$ cat src/rtl/demux_drive_seq_pkg.sv
`default_nettype none
// ============================================================================
// Module      : demux_drive_seq_pkg
// Description : Shared definitions for the 1x8 demux drive sequencer:
//               sequencer state encoding, channel count and the upper
//               bound on the per-channel hold time.
// Revision    : 1.0 - initial release
// ============================================================================
package demux_drive_seq_pkg;

    localparam int NCH      = 8;
    localparam int HOLD_MAX = 15;

    typedef enum logic [2:0] {
        IDLE  = 3'd0,
        SCAN  = 3'd1,
        WAIT  = 3'd2,
        DRIVE = 3'd3,
        FIN   = 3'd4
    } state_t;

endpackage
`default_nettype wire

$ cat src/rtl/demux_drive_seq_prio_find.sv
`default_nettype none
// ============================================================================
// Module      : demux_prio_find
// Description : Combinational finder returning the lowest set mask bit whose
//               index is at or above a start pointer.
// Ports       : i_mask  [NCH-1:0] channel enable mask
//               i_ptr   [3:0]     first index eligible (8 = nothing eligible)
//               o_idx   [2:0]     index of lowest eligible set bit
//               o_found           1 when such a bit exists
// Revision    : 1.0 - initial release
// ============================================================================
module demux_prio_find
    import demux_drive_seq_pkg::*;
(
    input  logic [NCH-1:0] i_mask,
    input  logic [3:0]     i_ptr,
    output logic [2:0]     o_idx,
    output logic           o_found
);

    // Scanning from the top down lets the last hit (the lowest index) win.
    always_comb begin
        o_idx   = 3'd0;
        o_found = 1'b0;
        for (int i = NCH - 1; i >= 0; i--) begin
            if (i_mask[i] && (4'(i) >= i_ptr)) begin
                o_idx   = 3'(i);
                o_found = 1'b1;
            end
        end
    end

endmodule
`default_nettype wire

$ cat src/rtl/demux_drive_seq.sv
`default_nettype none
// ============================================================================
// Module      : demux_drive_seq
// Description : Sweeps the enabled channels of a 1x8 demux in ascending
//               order. For each enabled channel it waits for one upstream
//               data beat, then holds that bit on d for HOLD cycles. Selects
//               only move while d=0, so a wrong output never sees a glitch.
// Parameters  : HOLD      cycles d is held per channel, legal 1..HOLD_MAX
// Ports       : clk, rst_n   clock, asynchronous active-low reset
//               i_start      one-cycle sweep request (IDLE only)
//               i_abort      synchronous sweep cancel
//               i_ch_mask    channel enables, captured on accepted start
//               i_in_valid   upstream beat valid
//               i_in_data    upstream beat data bit
//               o_in_ready   beat accepted when valid & ready
//               o_d          registered demux data
//               o_s0..o_s2   registered demux selects
//               o_busy       high outside IDLE
//               o_done       one-cycle pulse on normal completion
//               o_cur_ch     {s0,s1,s2}
// Revision    : 1.0 - initial release
// ============================================================================
module demux_drive_seq
    import demux_drive_seq_pkg::*;
#(
    parameter int HOLD = 2
) (
    input  logic           clk,
    input  logic           rst_n,
    input  logic           i_start,
    input  logic           i_abort,
    input  logic [NCH-1:0] i_ch_mask,
    input  logic           i_in_valid,
    input  logic           i_in_data,
    output logic           o_in_ready,
    output logic           o_d,
    output logic           o_s0,
    output logic           o_s1,
    output logic           o_s2,
    output logic           o_busy,
    output logic           o_done,
    output logic [2:0]     o_cur_ch
);

    localparam logic [3:0] c_hold_load = 4'(HOLD - 1);

    state_t         r_state;
    logic [NCH-1:0] r_mask_q;
    logic [3:0]     r_ptr;       // 8 marks end of sweep; never wraps
    logic [3:0]     r_hold_cnt;
    logic [2:0]     r_sel;
    logic           r_d;
    logic           r_in_ready;
    logic           r_busy;
    logic           r_done;

    logic [2:0]     w_idx;
    logic           w_found;

    demux_prio_find u_prio_find (
        .i_mask  (r_mask_q),
        .i_ptr   (r_ptr),
        .o_idx   (w_idx),
        .o_found (w_found)
    );

    always_ff @(posedge clk or negedge rst_n) begin
        if (!rst_n) begin
            r_state    <= IDLE;
            r_mask_q   <= '0;
            r_ptr      <= 4'd0;
            r_hold_cnt <= 4'd0;
            r_sel      <= 3'd0;
            r_d        <= 1'b0;
            r_in_ready <= 1'b0;
            r_busy     <= 1'b0;
            r_done     <= 1'b0;
        end else begin
            // done is a pulse: only the transition into FIN raises it.
            r_done <= 1'b0;
            if (i_abort && (r_state != IDLE)) begin
                r_state    <= IDLE;
                r_d        <= 1'b0;
                r_in_ready <= 1'b0;
                r_busy     <= 1'b0;
            end else begin
                case (r_state)
                    IDLE: begin
                        if (i_start && !i_abort) begin
                            r_mask_q <= i_ch_mask;
                            r_ptr    <= 4'd0;
                            r_busy   <= 1'b1;
                            r_state  <= SCAN;
                        end
                    end
                    SCAN: begin
                        if (w_found) begin
                            // d is already 0 here, so moving selects is safe.
                            r_sel      <= w_idx;
                            r_d        <= 1'b0;
                            r_in_ready <= 1'b1;
                            r_state    <= WAIT;
                        end else begin
                            r_done  <= 1'b1;
                            r_state <= FIN;
                        end
                    end
                    WAIT: begin
                        if (i_in_valid) begin
                            r_d        <= i_in_data;
                            r_in_ready <= 1'b0;
                            r_hold_cnt <= c_hold_load;
                            r_state    <= DRIVE;
                        end
                    end
                    DRIVE: begin
                        if (r_hold_cnt == 4'd0) begin
                            // Guard cycle: d returns to 0 before any select move.
                            r_d   <= 1'b0;
                            r_ptr <= {1'b0, r_sel} + 4'd1;
                            if (r_sel == 3'd7) begin
                                r_done  <= 1'b1;
                                r_state <= FIN;
                            end else begin
                                r_state <= SCAN;
                            end
                        end else begin
                            r_hold_cnt <= r_hold_cnt - 4'd1;
                        end
                    end
                    FIN: begin
                        r_busy  <= 1'b0;
                        r_state <= IDLE;
                    end
                    default: begin
                        r_d        <= 1'b0;
                        r_in_ready <= 1'b0;
                        r_busy     <= 1'b0;
                        r_state    <= IDLE;
                    end
                endcase
            end
        end
    end

    assign o_in_ready = r_in_ready;
    assign o_d        = r_d;
    assign o_s0       = r_sel[2];
    assign o_s1       = r_sel[1];
    assign o_s2       = r_sel[0];
    assign o_cur_ch   = r_sel;
    assign o_busy     = r_busy;
    assign o_done     = r_done;

endmodule
`default_nettype wire

$ cat config.mk
export PLATFORM = sky130hd
export DESIGN_NAME = demux_drive_seq
export DESIGN_NICKNAME = d
export VERILOG_FILES = /design/src/rtl/demux_drive_seq_pkg.sv /design/src/rtl/demux_drive_seq_prio_find.sv /design/src/rtl/demux_drive_seq.sv
export SDC_FILE = /design/constraint.sdc
export NUM_CORES = 1
export LEC_CHECK = 0
export CAP_MARGIN = 40
export CORE_MARGIN = 2
export CORE_UTILIZATION = 30
export DETAILED_ROUTE_END_ITERATION = 10
export MAX_ROUTING_LAYER = met4
export PLACE_DENSITY_LB_ADDON = 0.12
export SYNTH_ARGS = -nofsm -noshare
export SYNTH_HDL_FRONTEND = slang
export SYNTH_SLANG_ARGS = --single-unit
$ cat constraint.sdc
create_clock -name clk -period 3.9 [get_ports clk]
set_clock_uncertainty 0.15 [all_clocks]
set_input_delay 0.585 -clock clk [delete_from_list [all_inputs] [get_ports clk]]
set_output_delay 0.585 -clock clk [all_outputs]
set_load 0.03 [all_outputs]
==> results.toml, run 1 <==
[outcome]
status = "completed"

[final_layout]
diodes = 0
regArea_um2 = 651
layout-drive-gt1-share_pct = 11.6
num-nets-final = 191
nFillCells = 487
area_growth_pct = 21.6
multi_input_area_um2 = 723
final_cell_area_mm2 = 0.00176

[critical_path]
r2r_start = "r_hold_cnt[0]"
path_delay_family = "simple AND/OR/NAND/NOR gates"
crit_fanout = 9
rr_worst_depth = 7
path_depth = 5
worstSetupStartpoint = "i_abort"
path_buf_inv = 1
crit_required_ns = 3.92
cp.arrival_ns = 2.29
timing.rr.end = "r_hold_cnt[3]"
start_kind = "primary input"
end_kind = "flop"
max_stage_delay_ns = 0.49
r2r_slack_ns = 1.80
setup.worst_path.end = "r_mask_q[7]"
worst-setup-path-type = "primary input to flop"
path_cells = "clkdlybuf4s50_1 -> nor2_1 -> nand3b_1 -> nor2_2 -> mux2_2"
cp_slowest_cell = "clkdlybuf4s50_1"

[power_and_ir_drop]
max-vdd-ir-drop_mv = 0.225
pwr-share-comb_pct = 40.5
leakage_uw = 0.000720
p_int_uw = 602
total_power_uw = 965
switchingPower_uw = 363
swShare_pct = 37.6
pwr-share-seq_pct = 40.9
powerDensity_mw_per_mm2 = 550
power_frac_clock_pct = 18.6

[clocking]
htreeDepth = 1
clock_path_buffers = 2
ctsHoldBuffers = 0
cts_tree = "done"
clockRootBuffer = "clkbuf_8"
clock-sinks = 26
cts_made_buffers = 3
cts_resized = 0
clk_pin_slew_ns = 0.10
post-cts-setup-buffer-count = 0
clk_latency_ns = 0.27

[sta]
final_hold_viol_count = 0
fin_ws_ns = 1.62
period_minus_slack_ns = 2.28
rsz0062_at_grt = "false"
fin_setup_tns_ns = 0
max-slew-margin-rel_pct = 65.1
timing.fmax_mhz = 439
setup_viol = 0
fin_crit_sh_pct = 58.3
worst_pin_slew_ns = 0.523
drv_slew = 0

[global_routing]
antenna_found_initial = 0
grt-ovfl-total = 0
track_usage_pct = 13.8
grt_start_max_net_pins = 27
grt_pass1_vias = 1181
grt_pass1_wl_um = 5670

[placement]
io_buffers = 23
post-place-ws_ns = 1.34
gp_congestion = 0.773
hpwl_um = 2390
placed_cell_area_mm2 = 0.00170

[synth]
ys_seq_area_share_pct = 45.0
synth-simple-area-share_pct = 19.4
avgSynthCellArea_um2 = 9.51
synth.area.top_cells = "dfrtp_1, mux2_2, o21ai_0, nand2_1, a21oi_1"
synthDistinctLibCells = 38
synth_fa_ha_area_share_pct = 3.46
synthMuxAreaShare_pct = 8.48
yosys_warnings = 0
netlist.area_leader.share_pct = 45.0
syn_nets = 170
synth-xor-area-share_pct = 0
synth_seq_cells = 26
synthCells = 152
synth_area_mm2 = 0.00145
synth-compound-area-share_pct = 18.7
synth_area_leader_cell = "dfrtp_1"
synth_top_family_by_area = "simple AND/OR/NAND/NOR gates"

[run]
cap_violations = 0

[routing]
route.detailed.drc = 0
wl_per_cell_um = 14.2
first_pass_iters = 4
vias = 1166
ant_nets = 0
drt-total-wl_um = 3200
first_iter_violations = 74
routed_via_density = 5.16

[die]
coreArea_mm2 = 0.00469
die_w_um = 73.4
ios = 24
fp.dieArea_mm2 = 0.00539
start_util_pct = 30.8
num_rows = 25
die_h_um = 73.4

[worst_hold_path]
hp-class = "flop to flop"
==> cell usage in the layout, fill, tap and decap left out, types with 2 or more instances in the layout <==
master and n:
o21a_1 2, nand3b_1 2, clkdlybuf4s50_1 23, nand3_1 5, o211ai_1 3, dfrtp_1 26, nand4_1 3, a2bb2oi_1 3
ha_1 4, nor2_1 13, mux2_2 10, a21oi_1 10, nand2_1 16, inv_1 6, nand2b_1 3, a21boi_0 3
clkbuf_8 4, o21ai_0 13, nor2b_1 4
==> power groups by stage <==
stage / registers, uW / logic [uW] / clock network (uW)
floorplan: 424 / 238 / 0
global route: 410 / 434 / 196
detailed placement: 401 / 392 / 0
CTS: 396 / 394 / 181
global placement: 400 / 386 / 0
finish: 395 / 391 / 180
==> stage by stage <==
step                utilization, %  instances  hold WS [ns]
global placement              36.3        222         0.326
finish                        37.4        226         0.373
CTS                           37.4        226         0.370
floorplan                        -        152         0.139
global route                  37.4        226         0.395
detailed placement            36.3        222         0.348
==> cells in the mapped netlist <==
cell	n
or2_2	1
a21oi_1	10
o211ai_1	3
inv_1	6
or3_1	1
nand3b_1	2
or3b_2	1
and2_1	1
a2bb2oi_1	3
clkbuf_1	1
and2b_1	1
nand2b_1	3
nand4_1	3
dfrtp_1	26
nand2_1	16
a32oi_1	1
buf_2	3
a21boi_1	1
o21ai_2	1
o22a_1	1
mux2_2	10
nand3_1	5
and4bb_1	1
a21boi_0	3
or4b_1	1
o21ai_0	13
nor2_2	1
buf_4	4
o2bb2ai_1	1
nor2_1	13
o21a_1	2
o22ai_2	1
nor2b_1	4
mux2i_1	1
ha_1	4
nor3_1	1
o31ai_1	1
o22ai_1	1
==> how the worst min path moves through the flow <==
stage                  startpoint            end  slack, ns  depth (start not counted)
floorplan                   rst_n         o_busy       0.14                          0
global placement       o_in_ready     o_in_ready       0.33                          1
detailed placement  r_hold_cnt[1]  r_hold_cnt[1]       0.35                          2
CTS                 r_hold_cnt[1]  r_hold_cnt[1]       0.37                          2
global route          r_mask_q[2]    r_mask_q[2]       0.39                          1
finish                r_mask_q[2]    r_mask_q[2]       0.37                          1
==> registers in the layout, summed over array words and instances, names as in the netlist <==
register,count
o_in_ready,1
o_d,1
r_ptr,4
o_done,1
o_busy,1
r_hold_cnt,4
r_mask_q,8
r_state,3
o_cur_ch,3
==> routing by layer <==
| metal | vias to the layer above | wire length, um | track usage, % |
|---|---|---|---|
| li1 | 578 | - | - |
| met1 | 560 | 1590 | 18.5 |
| met2 | 24 | 1480 | 21.6 |
| met3 | 4 | 100 | 2.19 |
| met4 | 0 | 33 | 4.04 |
| met5 | - | 0 | - |
==> cell families after synthesis <==
logic type / count (synthesis)
compound gates: 42
fa+ha+maj: 4
buf+inv: 14
flops: 26
mux: 11
simple gates: 55
==> layout make-up <==
| type | count | share of cell area, % |
|---|---|---|
| Clock buffer | 4 | 3.13 |
| Inverter | 6 | 1.28 |
| Multi-Input combinational cell | 112 | 41.2 |
| Sequential cell | 26 | 37.0 |
| Tap cell | 54 | 3.85 |
| Timing Repair Buffer | 24 | 13.5 |
No activity file was read; power rests on OpenSTA's default activity.
==> run 2, diff against run 1 <==
==> constraint.sdc (replaced) <==
create_clock -name clk -period 2.1 [get_ports clk]
set_clock_uncertainty 0.15 [all_clocks]
set_input_delay 0.315 -clock clk [delete_from_list [all_inputs] [get_ports clk]]
set_output_delay 0.315 -clock clk [all_outputs]
set_load 0.03 [all_outputs]
==> results.toml, run 2 (synthesis gave the netlist of run 1 again) <==
[outcome]
status = "completed"

[worst_hold_path]
hp-class = "primary input to async pin"

[clocking]
ctsHoldBuffers = 0
cts_tree = "done"
clk_pin_slew_ns = 0.09
clockRootBuffer = "clkbuf_8"
htreeDepth = 1
clock-sinks = 26
cts_made_buffers = 3
clk_latency_ns = 0.27
clock_path_buffers = 2

[critical_path]
cp.arrival_ns = 2.05
max_stage_delay_ns = 0.56
timing.rr.end = "r_hold_cnt[3]"
rr_worst_depth = 7
worst-setup-path-type = "flop to flop"
start_kind = "flop"
r2r_slack_ns = 0.11
crit_fanout = 5
r2r_start = "r_hold_cnt[0]"
cp_slowest_cell = "or4b_4"
crit_required_ns = 2.16
path_cells = "inv_1 -> ha_1 -> and4bb_1 -> or4b_4 -> nor3_1 -> a21oi_1 -> o21ai_2"
end_kind = "flop"

[routing]
first_pass_iters = 4
routed_via_density = 5.16
route.detailed.drc = 0
vias = 1224
ant_nets = 0
wl_per_cell_um = 13.5
first_iter_violations = 34
drt-total-wl_um = 3200

[final_layout]
area_growth_pct = 28.0
largest_reg_flops = 8
final_cell_mix = "dfrtp_1, clkdlybuf4s50_1, nand2_1"
largestRegisters = "r_mask_q: 8 flops, r_hold_cnt: 4 flops, r_ptr: 4 flops"
final_cells = 237
diodes = 0
top_register = "r_mask_q"
layout_commonest_cell = "dfrtp_1"
layout-drive-gt1-share_pct = 17.5
num-nets-final = 203

[die]
ios = 24
die_w_um = 73.4
fp.dieArea_mm2 = 0.00539
coreArea_mm2 = 0.00469
num_rows = 25
start_util_pct = 30.8
die_h_um = 73.4

[power_and_ir_drop]
leakage_uw = 0.000780
pwr-share-seq_pct = 40.9
swShare_pct = 37.4
power_frac_clock_pct = 16.1
pwr-share-comb_pct = 43.0
max-vdd-ir-drop_mv = 0.407
p_int_uw = 1110
switchingPower_uw = 662
powerDensity_mw_per_mm2 = 957

[placement]
io_buffers = 23
hpwl_um = 2470
gp_congestion = 0.819
dp_cells = 233

[sta]
whs_ns = 0.263
final_hold_viol_count = 0
setup_viol = 0
fin_crit_sh_pct = 94.7
worst_pin_slew_ns = 0.437
drv_slew = 0
period_minus_slack_ns = 1.99
timing.fmax_mhz = 503
rsz0062_at_grt = "false"
max-slew-margin-rel_pct = 70.6
fin_setup_tns_ns = 0

[run]
cap_violations = 0

[global_routing]
grt_pass1_vias = 1267
track_usage_pct = 14.3
grt_start_max_net_pins = 27
grt-ovfl-total = 0
grt_pass1_wl_um = 5840
antenna_found_initial = 0
## run 2: worst max-delay path, delay by kind of cell, from the launching register on
family / cells / cell delay, ns
compound gates: 2 / 0.17
fa+ha+maj: 1 / 0.21
buf+inv: 1 / 0.07
flops: 1 / 0.38
simple gates: 3 / 0.95
## run 2: layout make-up
cell class,count,area [um^2]
multi-input cells,112,727
fillers,485,2840
inverters,6,22.5
flip-flops and latches,26,651
clock buffers,3,41.3
well taps,54,67.6
repair buffers,36,340
## run 2: power groups by stage
| stage | logic [uW] | registers (uW) | clock network (uW) |
|---|---|---|---|
| finish | 761 | 724 | 284 |
| global route | 844 | 751 | 319 |
| CTS | 763 | 730 | 297 |
| detailed placement | 760 | 740 | 0 |
| global placement | 756 | 735 | 0 |
| floorplan | 442 | 788 | 0 |
## run 2: timing repair
action | in CTS | in global routing
setup endpoints to repair | 0 | 3
setup buffers | 0 | 1
resized for setup | 0 | 2
## run 2: worst max-delay path by stage
stage / startpoint / to / slack (ns) / cells past startpoint
6_report: r_hold_cnt[0] / r_hold_cnt[3] / 0.11 / 7
5_1_grt: r_hold_cnt[0] / r_hold_cnt[3] / 0.0007 / 7
4_1_cts: r_hold_cnt[0] / r_hold_cnt[3] / 0.04 / 7
3_5_place_dp: i_abort / r_hold_cnt[3] / 0.01 / 6
3_3_place_gp: i_abort / r_hold_cnt[3] / 0.03 / 6
2_1_floorplan: r_hold_cnt[0] / r_hold_cnt[3] / 0.16 / 8
## run 2: per-stage QoR
stage	worst slack (ns)	utilization [%]	instance area [um^2]	total power (uW)
4_1_cts	0.0427	39.2	1840	1790
2_1_floorplan	0.162	-	1450	1230
5_1_grt	0.000730	39.4	1850	1910
6_report	0.112	39.4	1850	1770
3_5_place_dp	0.0148	38.3	1800	1500
3_3_place_gp	0.0262	38.3	1800	1490
## run 2: metal layers
metal  track usage (%)  vias up  wire length (um)
li1                  -      603                 -
met1              18.6      588              1540
met2              22.9       31              1510
met3              2.19        2               125
met4              4.85        0                23
met5                 -        -                 0
==> run 3, diff against run 2 <==
--- a/config.mk
+++ b/config.mk
@@ -8,6 +8,7 @@
 export CAP_MARGIN = 40
 export CORE_MARGIN = 2
 export CORE_UTILIZATION = 30
+export CTS_CLUSTER_SIZE = 30
 export DETAILED_ROUTE_END_ITERATION = 10
 export MAX_ROUTING_LAYER = met4
 export PLACE_DENSITY_LB_ADDON = 0.12
==> results of run 3 <==
Same layout as run 2: the final DEF is identical, and so are final timing and power.
